===== config.mk =====
export PLATFORM = sky130hd
export DESIGN_NAME = bsg_downstream_token_out
export DESIGN_NICKNAME = d
export VERILOG_FILES = /design/src/rtl/bsg_downstream_token_out.sv
export SDC_FILE = /design/constraint.sdc
export NUM_CORES = 2
export LEC_CHECK = 0
export CORE_ASPECT_RATIO = 1.5
export CORE_MARGIN = 4
export CORE_UTILIZATION = 40
export CTS_BUF_LIST = sky130_fd_sc_hd__clkbuf_4
export DETAILED_ROUTE_END_ITERATION = 10
export GPL_ROUTABILITY_DRIVEN = 1
export GPL_TIMING_DRIVEN = 0
export PLACE_DENSITY = 0.65
export SKIP_CTS_REPAIR_TIMING = 1
export SLEW_MARGIN = 20
export SYNTH_ARGS = -nofsm -noshare
export SYNTH_HDL_FRONTEND = slang
export SYNTH_SLANG_ARGS = --single-unit

===== constraint.sdc =====
create_clock -name clk -period 6.18 [get_ports clk]
set_input_delay 1.236 -clock clk [delete_from_list [all_inputs] [get_ports clk]]
set_output_delay 1.236 -clock clk [all_outputs]
set_load 0.02 [all_outputs]

===== src/rtl/bsg_downstream_token_out.sv =====
// bsg_downstream_token_out
// Receiver end of the off-chip link. Pairs of deserialized half-words are
// assembled into full words (low half first). The words are buffered in a
// credit-sized FIFO and presented to the core with a valid/yumi handshake.
// Every 2^LG_CREDIT_DECIMATION dequeued words toggle token_clk_o, returning
// credits to the upstream sender.
//
// Ports:
//   clk                 io-side clock, posedge
//   rst_n               async active-low reset
//   half_valid_i        a deserialized half-word is present this cycle
//   half_data_i         half-word; the first of a pair is the low half
//   core_valid_o        FIFO head is valid
//   core_data_o         FIFO head, first-word-fall-through
//   core_yumi_i         core consumes the head this cycle
//   token_clk_o         credit token, toggles once per decimation group
//   credits_returned_o  running count of credited words, wraps
//   overflow_o          sticky: a word arrived while the FIFO had no space
module bsg_downstream_token_out #(
    parameter int unsigned WIDTH                = 64,
    parameter int unsigned LG_FIFO_DEPTH        = 5,
    parameter int unsigned LG_CREDIT_DECIMATION = 3
) (
    input  logic                       clk,
    input  logic                       rst_n,
    input  logic                       half_valid_i,
    input  logic [WIDTH/2-1:0]         half_data_i,
    output logic                       core_valid_o,
    output logic [WIDTH-1:0]           core_data_o,
    input  logic                       core_yumi_i,
    output logic                       token_clk_o,
    output logic [LG_FIFO_DEPTH+1:0]   credits_returned_o,
    output logic                       overflow_o
);

    localparam int unsigned HALF_W    = WIDTH / 2;
    localparam int unsigned DEPTH     = 1 << LG_FIFO_DEPTH;
    localparam int unsigned PTR_W     = LG_FIFO_DEPTH + 1;
    localparam int unsigned CRED_W    = LG_FIFO_DEPTH + 2;
    localparam int unsigned DEC_W     = LG_CREDIT_DECIMATION;
    localparam int unsigned DEC_GROUP = 1 << LG_CREDIT_DECIMATION;

    localparam logic [0:0] ST_LOW  = 1'b0;
    localparam logic [0:0] ST_HIGH = 1'b1;

    logic [0:0]        state_q,    state_d;
    logic [HALF_W-1:0] low_q,      low_d;
    logic [PTR_W-1:0]  wr_ptr_q,   wr_ptr_d;
    logic [PTR_W-1:0]  rd_ptr_q,   rd_ptr_d;
    logic              core_valid_q, core_valid_d;
    logic [WIDTH-1:0]  core_data_q,  core_data_d;
    logic              token_q,    token_d;
    logic [CRED_W-1:0] credits_q,  credits_d;
    logic              overflow_q, overflow_d;
    logic [DEC_W-1:0]  dec_q,      dec_d;

    logic [WIDTH-1:0]  mem_q [DEPTH];

    logic              wr_req_c;
    logic              wr_accept_c;
    logic              deq_c;
    logic              full_c;
    logic [WIDTH-1:0]  word_c;

    // Full when the pointers differ only in their wrap bit.
    assign full_c = (wr_ptr_q[PTR_W-1] != rd_ptr_q[PTR_W-1]) &&
                    (wr_ptr_q[PTR_W-2:0] == rd_ptr_q[PTR_W-2:0]);

    assign word_c      = {half_data_i, low_q};
    assign wr_req_c    = (state_q == ST_HIGH) && half_valid_i;
    // A yumi with nothing at the head is ignored.
    assign deq_c       = core_yumi_i && core_valid_q;
    // At full, a same-cycle dequeue frees the slot the write needs.
    assign wr_accept_c = wr_req_c && (!full_c || deq_c);

    // State and output registers.
    always_ff @(posedge clk or negedge rst_n) begin
        if (!rst_n) begin
            state_q      <= ST_LOW;
            low_q        <= '0;
            wr_ptr_q     <= '0;
            rd_ptr_q     <= '0;
            core_valid_q <= 1'b0;
            core_data_q  <= '0;
            token_q      <= 1'b0;
            credits_q    <= '0;
            overflow_q   <= 1'b0;
            dec_q        <= '0;
        end else begin
            state_q      <= state_d;
            low_q        <= low_d;
            wr_ptr_q     <= wr_ptr_d;
            rd_ptr_q     <= rd_ptr_d;
            core_valid_q <= core_valid_d;
            core_data_q  <= core_data_d;
            token_q      <= token_d;
            credits_q    <= credits_d;
            overflow_q   <= overflow_d;
            dec_q        <= dec_d;
        end
    end

    // FIFO storage; contents are don't-care until written.
    always_ff @(posedge clk) begin
        if (wr_accept_c) begin
            mem_q[wr_ptr_q[PTR_W-2:0]] <= word_c;
        end
    end

    // Next-state: assembler, FIFO pointers, registered head and credit return.
    always_comb begin
        state_d      = state_q;
        low_d        = low_q;
        wr_ptr_d     = wr_ptr_q;
        rd_ptr_d     = rd_ptr_q;
        core_valid_d = core_valid_q;
        core_data_d  = core_data_q;
        token_d      = token_q;
        credits_d    = credits_q;
        overflow_d   = overflow_q;
        dec_d        = dec_q;

        case (state_q)
            ST_LOW: begin
                if (half_valid_i) begin
                    low_d   = half_data_i;
                    state_d = ST_HIGH;
                end
            end
            ST_HIGH: begin
                if (half_valid_i) begin
                    state_d = ST_LOW;
                end
            end
            default: state_d = ST_LOW;
        endcase

        if (wr_req_c && !wr_accept_c) begin
            overflow_d = 1'b1;
        end

        if (wr_accept_c) begin
            wr_ptr_d = wr_ptr_q + PTR_W'(1);
        end
        if (deq_c) begin
            rd_ptr_d = rd_ptr_q + PTR_W'(1);
            dec_d    = dec_q + DEC_W'(1);
            if (dec_d == '0) begin
                token_d   = ~token_q;
                credits_d = credits_q + CRED_W'(DEC_GROUP);
            end
        end

        // Head lookup for next cycle; a word written into the head slot
        // is not in the array yet, so take it straight from the assembler.
        core_valid_d = (rd_ptr_d != wr_ptr_d);
        if (!core_valid_d) begin
            core_data_d = '0;
        end else if (wr_accept_c &&
                     (wr_ptr_q[PTR_W-2:0] == rd_ptr_d[PTR_W-2:0])) begin
            core_data_d = word_c;
        end else begin
            core_data_d = mem_q[rd_ptr_d[PTR_W-2:0]];
        end
    end

    assign core_valid_o       = core_valid_q;
    assign core_data_o        = core_data_q;
    assign token_clk_o        = token_q;
    assign credits_returned_o = credits_q;
    assign overflow_o         = overflow_q;

endmodule

# [After elaboration in Yosys (flattened, before gate mapping)]
# Memories as Yosys holds them, arrays and structs flattened.
# Cells that the tools add are included.
[op_classes] add_sub_neg=4 reduce_logical=12 eq_ne=4 n_mux=9 bitwise_logic=2
[op_table] operator="2-to-1 mux 64 bit" n=2
[op_table] operator="adder 6 x 1 -> 6 bit (second input constant)" n=2
[op_table] operator="2-to-1 mux 6 bit" n=2
[op_table] operator="== test 5 bit" n=2
[op_table] operator="adder 7 x 4 -> 7 bit (second input constant)" n=1
[op_table] operator="logical AND 1 bit" n=6
[op_table] operator="inequality test 6 bit" n=1
[op_table] operator="2-to-1 mux 1 bit" n=4
[op_table] operator="AND reduction 2 bit" n=2
[op_table] operator="adder 3 x 1 -> 3 bit (second input constant)" n=1
[op_table] operator="logical NOT 3 bit" n=1
[op_table] operator="logical NOT 1 bit" n=2
[op_table] operator="inverter 1 bit" n=2
[op_table] operator="case mux 1 bit (2 select lines)" n=1
[op_table] operator="logical OR 1 bit" n=1
[op_table] operator="inequality test 1 bit" n=1
[word_totals] ram_bits=2048 mem_count=1 inputBits=36 register_bits=122 output_inout_bits=74 word_cells=42
[mem_list] name="mem_q" words=32 word_bits=64 rd=1 rd_ports_with_merged_regs=0 write_ports=1 line="57" source="logic [WIDTH-1:0] mem_q [DEPTH];"

# [Logic depth before layout (Yosys ltp)]
[depth] ltp_word=8 mapped_depth=12 depth_no_buf=9

# [Worst setup path before layout]
# No wires, ideal clock.
[synth_timing] path_kind="input -> register" from="input port core_yumi_i" to="memory mem_q[22][0], enable pin" stages=8 setup_ns=0.487 setup_slack_ns=0.451 arrival_ns=5.243 required_time_ns=5.693 path_cell_list="buf_2 and2_1 clkbuf_1 or3_1 o21a_1 clkbuf_1 nand2_1 nor2_1"
[synth_via] elab_chain_cells=5
[synth_rtl] element="start: declaration" line="30" source="input logic core_yumi_i,"
[synth_rtl] element="logical AND 1 bit" line="72" source="assign deq_c = core_yumi_i && core_valid_q;"
[synth_rtl] element="logical OR 1 bit" line="74" source="assign wr_accept_c = wr_req_c && (!full_c || deq_c);"
[synth_rtl] element="logical AND 1 bit" line="74"
[synth_rtl] element="2-to-1 mux 1 bit" line="105" source="if (wr_accept_c) begin"
[synth_rtl] element="2-to-1 mux 1 bit (implied by the code)" line="106" source="mem_q[wr_ptr_q[PTR_W-2:0]] <= word_c;"
[synth_rtl] element="end: declaration" line="57"
# No other way between the ends.

# [Worst setup path after layout]
[layout_timing] from="register core_valid_q (netlist: core_valid_o)" to="register core_data_q[52] (netlist: core_data_o[52])"
[layout_via] elab_chain_cells=6 word_cells_on_any_way=11 cone_classes="2 x eq/ne; 4 x mux; 4 x reduce/logical; 1 x memory"
[layout_rtl] element="start: declaration" line="50" source="logic core_valid_q, core_valid_d;"
[layout_rtl] element="start signal: assignment" line="94" source="core_valid_q <= core_valid_d;"
[layout_rtl] element="logical AND 1 bit (*)" line="72"
[layout_rtl] element="2-to-1 mux 6 bit (*)" line="145" source="if (deq_c) begin"
[layout_rtl] element="named net rd_ptr_d[3]" line="49" source="logic [PTR_W-1:0] rd_ptr_q, rd_ptr_d;"
[layout_rtl] element="parallel branches: the longest is 3 deep, another holds memory read (32 x 64 bit)"
[layout_rtl] element="2-to-1 mux 64 bit (*)" line="157" source="if (!core_valid_d) begin"
[layout_rtl] element="named net core_data_d[52]" line="51" source="logic [WIDTH-1:0] core_data_q, core_data_d;"
[layout_rtl] element="end signal: assignment" line="95" source="core_data_q <= core_data_d;"
[layout_rtl] element="end: declaration" line="51"
# Mark *: on every way through the listed nets, which the timed path passes.
# A chain may end at the register's enable or synchronous reset.

==> results.md <==
- Outcome: complete, no violations
- Critical path startpoint category: flip-flop
- Yosys warning total: 0
- CTS Buf Count: 479
- Slew Viols, Final: 0
- Critical path peak fanout: 10
- Crit path DAT: around 6.2 ns
- Synth cell count leaders: 2048 x edfxtp_1, 481 x mux2_2, 447 x mux4_2, 339 x nand2_1, 261 x clkbuf_1
- DIE HEIGHT: 597 um
- Flop pwr share: between 30% and 40%
- Initial DRC count: 5862
- Worst Path Required: 7.34 ns
- Crit. End Element: flip-flop
- 1st-pass router iterations: 6
- PD cells: 486 nW/um^2
- Setup crit start: core_valid_o
- Initial antenna violation count: 21
- Worst vdd rail ir drop: 0.000424 V
- Most used DFF post-synth: edfxtp_1
- Area after DPL: slightly above 100000 sq um
- Final setup violation count: 0
- DR vias/cell: 5.95
- Max incr delay on CP: 0.81 ns
- PortBufs: 105
- Area growth, synth to finish: 16.0%
- Vias: 56800
- Most frequent cell after synthesis: edfxtp_1
- HPWL after DPL: 202 mm
- Unrepaired setup endpoints after global routing: no
- Die area: 240000 sq um
- Final worst path period share: 81.0%
- Crit path cell chain: buf_2 -> nand3_1 -> o21ai_1 -> buf_2 -> nand2_1 -> or3b_1 -> buf_2 -> clkbuf_1 -> o22a_1 -> nand4_1 -> a21oi_1
- Post-synth top area cell: edfxtp_1
- Switching Fraction: a little under two fifths
- Clock transition at path regs: approximately 0.06 ns
- CTS tree: built
- Place WS: between 0.6 and 0.7 ns
- EDFF count, synth: between 2000 and 2500
- Global-route wire length before repair: about 410 mm
- Die Width: 401 um
- Hold Path Class: input pin to flip-flop
- Gpl congestion: 0.867
- Max Cap Violations: 0
- Worst setup margin: 1.17 ns
- Slew @ Worst Pin: between 1 and 1.5 ns
- DR DRC count: 0
- Final min period: ~5.0 ns
- Max stage delay cell, worst path: buf_2
- Share of the synthesized area in the top cell type: 66.4%
- Worst reg-to-reg path cell count: 11
- Mapped Area: between 90000 and 100000 sq um
- Share of total power in the clock network: around 22%
- Critical path type: flip-flop to flip-flop
- R2R Path End: core_data_o[52]
- Root buffer cell: clkbuf_4
- Share of cells above drive strength 1: 32.0%
- Logic gate share of total power: 40.8%
- Clock Path Buffers: 4
- Clock H-tree levels: 5
- R2R setup slack: 1.17 ns
- Fillers: approximately 20000
- Clk Latency, worst-skew pair: 1.32 ns
- Final Hold Vio Count: 0
- GRT overflow: 0
- Routed Antenna Nets: 0
- Gr usage total: 23.6%
- Reg2reg start: core_valid_o
- Largest cells by area after synthesis: edfxtp_1 66%, mux4_2 11%, mux2_2 5.8%
- Syn Inst Count: around 5300
- Register area share after synthesis: 69.6%
- Flops & latches, synth: around 2200
- Post-route design area: 107000 sq um
- Nets: 6108
- Core area: 231000 sq um
- Fmax achieved: 200 MHz
- CTS sink cnt: 2167
- Synth unique cells: 57
- Routed length per instance: around 30 um
- Num ports: 110
- Fraction of registers with async set/reset: 5.49%
- Post-Route WL: 289 mm
- Largest net degree at the start of global routing: 68
- Final Util: 46.6%
- Placed Cells incl. Taps: 8632
- Avg Cell Area, Syn: 17.4 sq um
- Worst Skew: 0.117 ns
- Setup crit end: core_data_o[52]
- Cell Rows: around 220
- Leak: approximately 35 nW
- Vias in the first global route: about 59000
- Post-Layout Cell Count: 9534
- Power Internal: 32.3 mW
- Most common cell on crit path: buf_2
- Initial Util: 40.1%
- NetSw: 19.9 mW
- Relative slew slack: 18.6%
routing by layer:
metal	wire [um]	vias to the layer above	part of all wire [%]	global-route usage, %
met3	23700	856	8.2	5.17
li1	-	23500	-	-
met4	20000	18	6.9	15.2
met2	150000	3128	52	41.7
met5	126	-	0.044	0
met1	95500	29200	33	25.7
worst max-delay path, delay by kind of cell (launching register included):
kind	cells	cell delay, ns
flip-flops	1	0.55
buffers and inverters	4	2.22
AND/OR/NAND/NOR	4	1.00
AO/OA/AOI/OAI	3	1.06
how the worst min path moves through the flow:
stage | from | end | slack [ns] | depth (start not counted)
after floorplan | dec_q[2] | dec_q[2] | 0.46 | 1
after global placement | credits_returned_o[6] | credits_returned_o[6] | 0.46 | 1
after detailed placement | token_clk_o | token_clk_o | 0.47 | 1
after CTS | rst_n | core_data_o[61] | -0.17 | 1
after global routing | half_data_i[10] | low_q[10] | 0.35 | 2
final | half_data_i[10] | low_q[10] | 0.40 | 2
stage by stage:
step | power (mW) | setup TNS [ns] | hold slack (ns)
final | 52.2 | 0 | 0.398
after global placement | 40.4 | -7920.27 | 0.463
after CTS | 52.4 | 0 | -0.168
after floorplan | 32.4 | 0 | 0.465
after global routing | 54.4 | 0 | 0.352
after detailed placement | 41.1 | 0 | 0.472
cells in the final DEF, fill, tap and decap left out, drive strengths merged, types with 119 or more instances in the layout:
cell,netlist,routed
and3,131,131
dfrtp,119,119
clkbuf,261,982
buf,145,322
nand2,339,339
mux4,447,447
clkinv,1,141
nor2,225,225
a21oi,130,130
edfxtp,2048,2048
mux2,481,481
o22ai,193,193
mux2i,194,194
nor4,128,128
logic make-up after synthesis:
group | Yosys count | share of synthesized area [%]
compound gates | 596 | 4.24
xor+xnor | 29 | 0.313
fa+ha+maj | 10 | 0.135
buf+inv | 417 | 1.87
flops | 2167 | 69.6
mux | 1122 | 18.8
other cells | 1 | 0.00405
simple gates | 986 | 5.05
sequential cells by signal, summed over array words and instances (netlist names):
signal / count
mem_q: 2048
core_data_o: 64
low_q: 32
rd_ptr_q: 6
wr_ptr_q: 6
credits_returned_o: 4
dec_q: 3
core_valid_o: 1
overflow_o: 1
state_q: 1
token_clk_o: 1
cell type report:
class	instances	area [sq um]	share of cell area [%]
flip-flops and latches	2167	64500	60.0
multi-input cells	2746	26700	24.9
clock buffers	721	5410	5.04
repair buffers	251	4270	3.97
well taps	3052	3820	3.55
plain buffers	406	1730	1.61
clock inverters	155	876	0.815
diodes	25	62.6	0.0582
inverters	11	41.3	0.0384
power by group through the flow:
stage / logic, mW / registers, mW / clock network, mW
3_5_place_dp: 21.2 / 19.9 / 0
2_1_floorplan: 13.0 / 19.4 / 0
4_1_cts: 21.3 / 19.6 / 11.5
3_3_place_gp: 20.4 / 19.9 / 0
6_report: 21.3 / 19.6 / 11.3
5_1_grt: 22.3 / 19.7 / 12.3
Power figures use the tool's default switching activity.
